`src/rtl/fazyrv_lsu_wb_pkg.sv`:
```
// Shared LSU definitions: FSM states, access sizes, byte-select and
// alignment helpers (also used by fazyrv_spm_d).
package fazyrv_lsu_wb_pkg;

  typedef enum logic [1:0] {
    IDLE,
    BUS,
    RESP,
    FIN
  } lsu_state_t;

  typedef enum logic [1:0] {
    SZ_B,
    SZ_H,
    SZ_W
  } lsu_size_t;

  localparam logic [3:0] LSU_SEL_B = 4'b0001;
  localparam logic [3:0] LSU_SEL_H = 4'b0011;
  localparam logic [3:0] LSU_SEL_W = 4'b1111;

  function automatic logic [3:0] calc_sel(lsu_size_t size, logic [1:0] adr_lsbs);
    case (size)
      SZ_B:    return LSU_SEL_B << adr_lsbs;
      SZ_H:    return LSU_SEL_H << {adr_lsbs[1], 1'b0};
      default: return LSU_SEL_W;
    endcase
  endfunction

  function automatic logic is_misaligned(lsu_size_t size, logic [1:0] adr_lsbs);
    case (size)
      SZ_B:    return 1'b0;
      SZ_H:    return adr_lsbs[0];
      default: return |adr_lsbs;
    endcase
  endfunction

endpackage

```
`src/rtl/fazyrv_lsu_wb_if.sv`:
```
// Wishbone-classic data bus between the LSU (master) and data memory (slave).
interface fazyrv_lsu_wb_if;
  logic        cyc;
  logic        stb;
  logic        we;
  logic [3:0]  sel;
  logic [31:0] adr;
  logic [31:0] wdat;
  logic [31:0] rdat;
  logic        ack;
  logic        err;

  modport master (output cyc, stb, we, sel, adr, wdat, input rdat, ack, err);
  modport slave  (input cyc, stb, we, sel, adr, wdat, output rdat, ack, err);
endinterface

```
`src/rtl/fazyrv_lsu_wdog.sv`:
```
// Bus-cycle watchdog: flags expiry after TIMEOUT_CYC unanswered BUS cycles.
module fazyrv_lsu_wdog #(
  parameter int unsigned TIMEOUT_CYC = 8
) (
  input  logic clk_i,
  input  logic rst_in,
  input  logic run_i,
  input  logic rsp_i,
  output logic expire_o
);

  localparam int unsigned CNT_W = $clog2(TIMEOUT_CYC + 1);

  logic [CNT_W-1:0] cnt;

  always_ff @(posedge clk_i or negedge rst_in) begin
    if (!rst_in) begin
      cnt <= '0;
    end else if (!run_i || rsp_i) begin
      cnt <= '0;
    end else begin
      cnt <= cnt + CNT_W'(1);
    end
  end

  assign expire_o = run_i && (cnt == CNT_W'(TIMEOUT_CYC - 1));

endmodule

```
`src/rtl/fazyrv_lsu_wb.sv`:
```
// Wishbone-classic load/store unit: issues lane-aligned stores, captures load
// words for fazyrv_spm_d, and reports misalignment, bus errors and timeouts.
module fazyrv_lsu_wb
  import fazyrv_lsu_wb_pkg::*;
#(
  parameter int unsigned TIMEOUT_CYC = 0,
  parameter bit          REG_RDATA   = 1'b1
) (
  input  logic                   clk_i,
  input  logic                   rst_in,
  input  logic                   req_i,
  input  logic                   we_i,
  input  logic                   ls_b_i,
  input  logic                   ls_h_i,
  input  logic                   ls_w_i,
  input  logic [31:0]            adr_i,
  input  logic [31:0]            wdat_i,
  output logic [31:0]            rdat_o,
  output logic                   ld_par_o,
  output logic                   done_o,
  output logic                   misalgn_o,
  output logic                   buserr_o,
  output logic                   busy_o,
  fazyrv_lsu_wb_if.master        wb
);

  lsu_state_t  state;
  lsu_size_t   size;
  logic        timeout;
  logic [31:0] rdat_q;

  always_comb begin
    case ({ls_w_i, ls_h_i, ls_b_i})
      3'b001:  size = SZ_B;
      3'b010:  size = SZ_H;
      default: size = SZ_W;
    endcase
  end

  generate
    if (TIMEOUT_CYC > 0) begin : g_wdog
      fazyrv_lsu_wdog #(
        .TIMEOUT_CYC (TIMEOUT_CYC)
      ) u_wdog (
        .clk_i    (clk_i),
        .rst_in   (rst_in),
        .run_i    (state == BUS),
        .rsp_i    (wb.ack | wb.err),
        .expire_o (timeout)
      );
    end else begin : g_no_wdog
      assign timeout = 1'b0;
    end
  endgenerate

  always_ff @(posedge clk_i or negedge rst_in) begin
    if (!rst_in) begin
      state     <= IDLE;
      wb.cyc    <= 1'b0;
      wb.stb    <= 1'b0;
      wb.we     <= 1'b0;
      wb.sel    <= '0;
      wb.adr    <= '0;
      wb.wdat   <= '0;
      rdat_q    <= '0;
      ld_par_o  <= 1'b0;
      done_o    <= 1'b0;
      misalgn_o <= 1'b0;
      buserr_o  <= 1'b0;
    end else begin
      ld_par_o  <= 1'b0;
      done_o    <= 1'b0;
      misalgn_o <= 1'b0;
      buserr_o  <= 1'b0;
      case (state)
        IDLE: begin
          if (req_i) begin
            if (is_misaligned(size, adr_i[1:0])) begin
              state     <= FIN;
              done_o    <= 1'b1;
              misalgn_o <= 1'b1;
            end else begin
              state   <= BUS;
              wb.cyc  <= 1'b1;
              wb.stb  <= 1'b1;
              wb.we   <= we_i;
              wb.sel  <= calc_sel(size, adr_i[1:0]);
              wb.adr  <= {adr_i[31:2], 2'b00};
              if (we_i) wb.wdat <= wdat_i;
            end
          end
        end
        BUS: begin
          // Error and watchdog expiry take priority over a coincident ack.
          if (wb.err || timeout) begin
            state    <= FIN;
            wb.cyc   <= 1'b0;
            wb.stb   <= 1'b0;
            done_o   <= 1'b1;
            buserr_o <= 1'b1;
          end else if (wb.ack) begin
            wb.cyc <= 1'b0;
            wb.stb <= 1'b0;
            if (wb.we) begin
              state  <= FIN;
              done_o <= 1'b1;
            end else begin
              state    <= RESP;
              ld_par_o <= 1'b1;
              if (REG_RDATA) rdat_q <= wb.rdat;
            end
          end
        end
        RESP: begin
          state  <= FIN;
          done_o <= 1'b1;
        end
        default: state <= IDLE;
      endcase
    end
  end

  assign rdat_o = REG_RDATA ? rdat_q : wb.rdat;
  assign busy_o = (state != IDLE);

endmodule

```
`src/flat_wrapper.sv`:
```
// flat-port wrapper written by rule: the top's interface ports become plain ports
module fazyrv_lsu_wb_flat import fazyrv_lsu_wb_pkg::*;
#(
  parameter int unsigned TIMEOUT_CYC = 0,
  parameter bit          REG_RDATA   = 1'b1
)
  (clk_i, rst_in, req_i, we_i, ls_b_i, ls_h_i, ls_w_i, adr_i, wdat_i, rdat_o, ld_par_o, done_o, misalgn_o, buserr_o, busy_o, wb_cyc, wb_stb, wb_we, wb_sel, wb_adr, wb_wdat, wb_rdat, wb_ack, wb_err);
  fazyrv_lsu_wb_if wb_i ();
  input  logic clk_i;
  input  logic rst_in;
  input  logic req_i;
  input  logic we_i;
  input  logic ls_b_i;
  input  logic ls_h_i;
  input  logic ls_w_i;
  input  logic [31:0] adr_i;
  input  logic [31:0] wdat_i;
  output logic [31:0] rdat_o;
  output logic ld_par_o;
  output logic done_o;
  output logic misalgn_o;
  output logic buserr_o;
  output logic busy_o;
  output wire logic [$bits(wb_i.cyc)-1:0] wb_cyc;
  output wire logic [$bits(wb_i.stb)-1:0] wb_stb;
  output wire logic [$bits(wb_i.we)-1:0] wb_we;
  output wire logic [$bits(wb_i.sel)-1:0] wb_sel;
  output wire logic [$bits(wb_i.adr)-1:0] wb_adr;
  output wire logic [$bits(wb_i.wdat)-1:0] wb_wdat;
  input wire logic [$bits(wb_i.rdat)-1:0] wb_rdat;
  input wire logic [$bits(wb_i.ack)-1:0] wb_ack;
  input wire logic [$bits(wb_i.err)-1:0] wb_err;
  assign wb_cyc = wb_i.cyc;
  assign wb_stb = wb_i.stb;
  assign wb_we = wb_i.we;
  assign wb_sel = wb_i.sel;
  assign wb_adr = wb_i.adr;
  assign wb_wdat = wb_i.wdat;
  assign wb_i.rdat = wb_rdat;
  assign wb_i.ack = wb_ack;
  assign wb_i.err = wb_err;
  fazyrv_lsu_wb #(.TIMEOUT_CYC(TIMEOUT_CYC), .REG_RDATA(REG_RDATA)) u_core (.clk_i(clk_i), .rst_in(rst_in), .req_i(req_i), .we_i(we_i), .ls_b_i(ls_b_i), .ls_h_i(ls_h_i), .ls_w_i(ls_w_i), .adr_i(adr_i), .wdat_i(wdat_i), .rdat_o(rdat_o), .ld_par_o(ld_par_o), .done_o(done_o), .misalgn_o(misalgn_o), .buserr_o(buserr_o), .busy_o(busy_o), .wb(wb_i));
endmodule
```
`config.mk`:
```
export PLATFORM = sky130hd
export DESIGN_NAME = fazyrv_lsu_wb_flat
export DESIGN_NICKNAME = d
export VERILOG_FILES = /design/src/rtl/fazyrv_lsu_wb_pkg.sv /design/src/rtl/fazyrv_lsu_wb_if.sv /design/src/rtl/fazyrv_lsu_wdog.sv /design/src/rtl/fazyrv_lsu_wb.sv /design/src/flat_wrapper.sv
export SDC_FILE = /design/constraint.sdc
export NUM_CORES = 1
export LEC_CHECK = 0
export BUFFER_PORTS_ARGS = -buffer_cell sky130_fd_sc_hd__buf_4
export CORE_MARGIN = 3
export CORE_UTILIZATION = 47
export CTS_BUF_LIST = sky130_fd_sc_hd__clkbuf_4 sky130_fd_sc_hd__clkbuf_8
export CTS_CLUSTER_DIAMETER = 80
export DETAILED_ROUTE_END_ITERATION = 8
export PLACE_DENSITY = 0.93
export RECOVER_POWER = 50
export SYNTH_ARGS = -nofsm -noshare
export SYNTH_HDL_FRONTEND = slang
export SYNTH_SLANG_ARGS = --single-unit
```
`constraint.sdc`:
```
create_clock -name clk_i -period 2.3 [get_ports clk_i]
set_clock_uncertainty 0.05 [all_clocks]
set_input_delay 0.115 -clock clk_i [delete_from_list [all_inputs] [get_ports clk_i]]
set_output_delay 0.115 -clock clk_i [all_outputs]
set_load 0.05 [all_outputs]
```
* After elaboration in Yosys (flattened, before gate mapping)
Cells that the tools add are included.
Word-level totals: logic and storage cells 63, flip-flop bits (word level) 106, output and inout bits 108, input port bits 105
Cells by class: bitwise logic cells 3, reduce and logical (&&, ||, !) cells 10, mux-type cells 29, eq/ne operators 8, shift-type cells 2
Operators with widths (number):
- 1-bit two-way mux | 19
- 4-bit AND reduction | 3
- 2-bit two-way mux | 4
- 4-bit one-hot mux with 2 select lines | 1
- 2-bit one-hot mux with 3 select lines | 1
- 2-bit by 1-bit equality test with 1-bit output, second input constant | 2
- 2-bit logical NOT | 2
- 2-bit != test, second input constant | 2
- 1-bit one-hot mux with 2 select lines | 2
- 2-bit one-hot mux with 2 select lines | 1
- 2-bit nonzero test | 2
- 1-bit by 2-bit left shift with 4-bit output, first input constant | 1
- 2-bit by 2-bit left shift with 4-bit output, first input constant | 1
- 3-bit by 1-bit equality test with 1-bit output, second input constant | 1
- 3-bit by 2-bit equality test with 1-bit output, second input constant | 1
- 3-bit != test, second input constant | 1
- 1-bit NOT | 3
- 1-bit one-hot mux with 3 select lines | 1
- 3-bit AND reduction | 1
- 2-bit equality test, second input constant | 1
- 2-bit AND reduction | 1
- 2-bit OR reduction | 1

* Logic depth before layout (Yosys ltp)
depth in word-level cells 9, mapped depth 8

* Worst setup path after synthesis
No wires, ideal clock.
kind reg2reg, from register u_core.wb.we, to register u_core.rdat_q[10], in the netlist u_core.rdat_o[10], stages on the path, launching flop included 4, arrival time 1.735 ns, path slack 0.390 ns, library setup time 0.125 ns, required time 2.125 ns, buffers on the path 1, cells stage by stage dfrtp_1 > nor4b_2 > buf_2 > mux2_2
On the way: longest elaborated chain between the ends 2
RTL lines:
- start, declared | RTL line fazyrv_lsu_wb_if.sv:13 | modport master (output cyc, stb, we, sel, adr, wdat, input rdat, ack, err);
- start signal, assigned | RTL line fazyrv_lsu_wb.sv:86 | wb.we <= we_i;
- 1-bit NOT (no source line)
- 4-bit AND reduction (no source line)
- end signal, assigned | RTL line fazyrv_lsu_wb.sv:110 | if (REG_RDATA) rdat_q <= wb.rdat;
- end, declared | RTL line fazyrv_lsu_wb.sv:30 | logic [31:0] rdat_q;
No other way between the ends. A chain may end at the register's enable or synchronous reset.

* Worst setup path in the final report
from register u_core.state[0], to register u_core.wb.adr[10]
On the way: longest elaborated chain between the ends 2
RTL lines:
- start, declared | RTL line fazyrv_lsu_wb.sv:27 | lsu_state_t state;
- start signal, assigned | RTL line fazyrv_lsu_wb.sv:58 | state <= IDLE;
- start signal, assigned | RTL line fazyrv_lsu_wb.sv:79 | state <= FIN;
- start signal, assigned | RTL line fazyrv_lsu_wb.sv:83 | state <= BUS;
- 2-bit logical NOT | RTL line fazyrv_lsu_wb.sv:75 | case (state)
- 3-bit AND reduction (no source line)
- end signal, assigned | RTL line fazyrv_lsu_wb.sv:88 | wb.adr <= {adr_i[31:2], 2'b00};
- end, declared | RTL line fazyrv_lsu_wb_if.sv:13
No other way between the ends.

==> results.cfg <==
[global_routing]
grt_pass1_vias = 3890
grt_usage_pct = 26.3
grt_antenna_before_repair = 1
grt_overflow = 0
grt_pass1_wl_mm = 20.2
grt_max_degree = 49

[cts]
cts.path.max_buffers = 2
cts_root_buf = clkbuf_8
tritoncts = built
hold_buffers = 96
htreeDepth = 3
postCtsSetupBuffers = 0
cts_resized = 0
numCtsBuffers = 9
clock_latency_ns = 0.34
clock_sinks = 106
path_clk_slew_ns = 0.10

[route]
vias = 3432
vias_per_cell = 5.00
drc = 0
drt-total-wl_mm = 13.1
ant_nets = 0
wl_per_cell_um = 19.1
first_pass_iters = 4
drt_iter0_drc = 78

[critical_path]
cp-startpoint = u_core.state[0]$_DFFE_PN0P_
rr_startpoint = u_core.state[0]$_DFFE_PN0P_
cp_max_fo = 39
critPathRequiredTime_ns = 2.49
crit_type = reg -> reg
reg2reg_slack_ns = 0.27
crit_path_start_kind = flop
end_kind = flop
arrival_ns = 2.22
rr_endpoint = u_core.wb.adr[10]$_DFFE_PN0P_
ff2ff_path_depth = 5

[run]
maxCapViolations = 0

[floorplan]
fp.dieH_um = 100
row_count = 33
core_area_sq_um = 8420
fp.dieArea_sq_um = 10100
die_x_um = 100
start_util_pct = 49.6
ioPinCount = 213

[final_layout]
final_cells = 687
drive_above_1_share_pct = 38.9
final_util_pct = 80.5
final_nets = 686
areaGrowthSynthToFinish_pct = 62.2

[timing]
setup_violations = 0
whs_ns = 0.0444
worst_pin_slew_ns = 1.22
slew_headroom_pct = 18.6
setup_tns_ns = 0
maxSlewViolCount = 0
fin_crit_ns = 2.03
finalCritPeriodShare_pct = 88.4
finalHoldViolations = 0
rsz0062_at_grt = false
fmax_mhz = 492

[hold_path]
hp-class = in -> reg
whs_path_depth = 2
holdPathEnd = u_core.misalgn_o$_DFF_PN0_
hp-start = req_i

[pwr]
internal_power_mw = 5.02
p_seq_share_pct = 31.5
p_sw_share_pct = 52.7
p_switching_mw = 5.59
pwr-share-comb_pct = 56.4
power_density_nw_per_um2 = 1570
power.share.clock_pct = 12.1
ir_drop_mv = 1.14
p_leak_nw = 3.15

[run_status]
run_status = completed

[place]
port-buffer-count = 210
dp.cells = 575
dp_hpwl_mm = 7.72
gp_congestion = 0.832

[logic_synthesis]
syn_avg_cell_area_sq_um = 15.7
synth_top_area_share_pct = 63.5
synth_cells = 267
dominantRegCellSynth = dfrtp_1
yosys.area.top_type = dfrtp_1
yosysSeqAreaShare_pct = 63.5
synth.most_common_cell = dfrtp_1
synth_cell_types = 34
ys_top_cells_by_count = dfrtp_1, mux2_2, mux2_1, buf_4
synth_edf_count = 0
netlist_area_sq_um = 4180
yosysWarnings = 0
async_reset_ff_share_pct = 100
synth-seq-cells = 106
synth_area_leaders = dfrtp_1, mux2_2, mux2_1
-- how the worst max path moves through the flow --
stage / end
after detailed placement: u_core.wb.wdat[26]$_DFFE_PN0P_
after global placement: u_core.wb.wdat[27]$_DFFE_PN0P_
final: u_core.wb.adr[10]$_DFFE_PN0P_
after global routing: u_core.wb.wdat[4]$_DFFE_PN0P_
after CTS: u_core.wb.wdat[26]$_DFFE_PN0P_
after floorplan: u_core.rdat_o[10]$_DFFE_PN0P_
-- registers in the layout (all words and copies together), names as in the netlist --
name / count
u_core.buserr_o: 1
u_core.done_o: 1
u_core.ld_par_o: 1
u_core.misalgn_o: 1
u_core.rdat_o: 32
u_core.state: 2
u_core.wb.adr: 30
u_core.wb.cyc: 1
u_core.wb.sel: 4
u_core.wb.wdat: 32
u_core.wb.we: 1
-- final cells by class --
type	instances	area, sq um
sequential	106	2650
timing repair buffer	312	2320
fill	539	1640
multi-input combinational	143	1430
clock buffer	11	151
tap	105	131
clock inverter	4	73.8
inverter	5	18.8
antenna	1	2.50
-- cell usage in the layout (no fill, tap or decap), types with 4 or more instances in the layout --
| master | count |
|---|---|
| nor2_1 | 4 |
| clkbuf_1 | 76 |
| a21oi_1 | 6 |
| dfrtp_1 | 106 |
| dlygate4sd3_1 | 96 |
| buf_4 | 137 |
| o21ai_0 | 6 |
| ha_1 | 4 |
| mux2_1 | 29 |
| clkbuf_8 | 11 |
| inv_1 | 5 |
| mux2_2 | 64 |
| nand2_1 | 6 |
-- power groups by stage --
stage,combinational (mW),sequential [mW],clock (mW)
3_3_place_gp,6.23,3.27,0
5_1_grt,6.21,3.45,1.39
6_report,5.98,3.34,1.29
2_1_floorplan,1.14,6.45,0
3_5_place_dp,6.35,3.32,0
4_1_cts,6.49,3.29,1.30
-- cells by family (layout without fill, tap and decap cells) --
| kind of cell | after synthesis | count (layout) | share of synthesized area [%] |
|---|---|---|---|
| mux | 94 | 94 | 25.4 |
| other cells | 1 | 3 | 0.0897 |
| simple gates | 22 | 22 | 3.59 |
| buf+inv | 19 | 332 | 2.66 |
| flops | 106 | 106 | 63.5 |
| fa+ha+maj | 4 | 4 | 1.20 |
| compound gates | 20 | 20 | 3.38 |
| xor+xnor | 1 | 1 | 0.210 |
-- stage by stage --
stage	total power [mW]	setup slack (ns)	cell area, sq um
floorplan	7.59	0.390	4180
global route	11.1	0.172	6780
global placement	9.50	0.378	5880
detailed placement	9.68	0.297	5880
CTS	11.1	0.284	7060
finish	10.6	0.268	6780
-- layer usage --
metal	part of all wire, %	up-vias	wire length, um	GRT usage [%]
li1	-	1547	-	-
met1	35	1707	4540	26.9
met2	56	141	7410	50.8
met3	5.9	37	769	6.95
met4	3.1	0	401	9.53
met5	0	-	0	0
-- critical path, cell delays in order (launching register included) --
cell,delay (ns)
dfrtp_1,0.41
inv_1,0.09
ha_1,0.32
o311ai_4,0.13
buf_4,0.49
mux2_2,0.42
No activity file was read; power rests on OpenSTA's default activity.
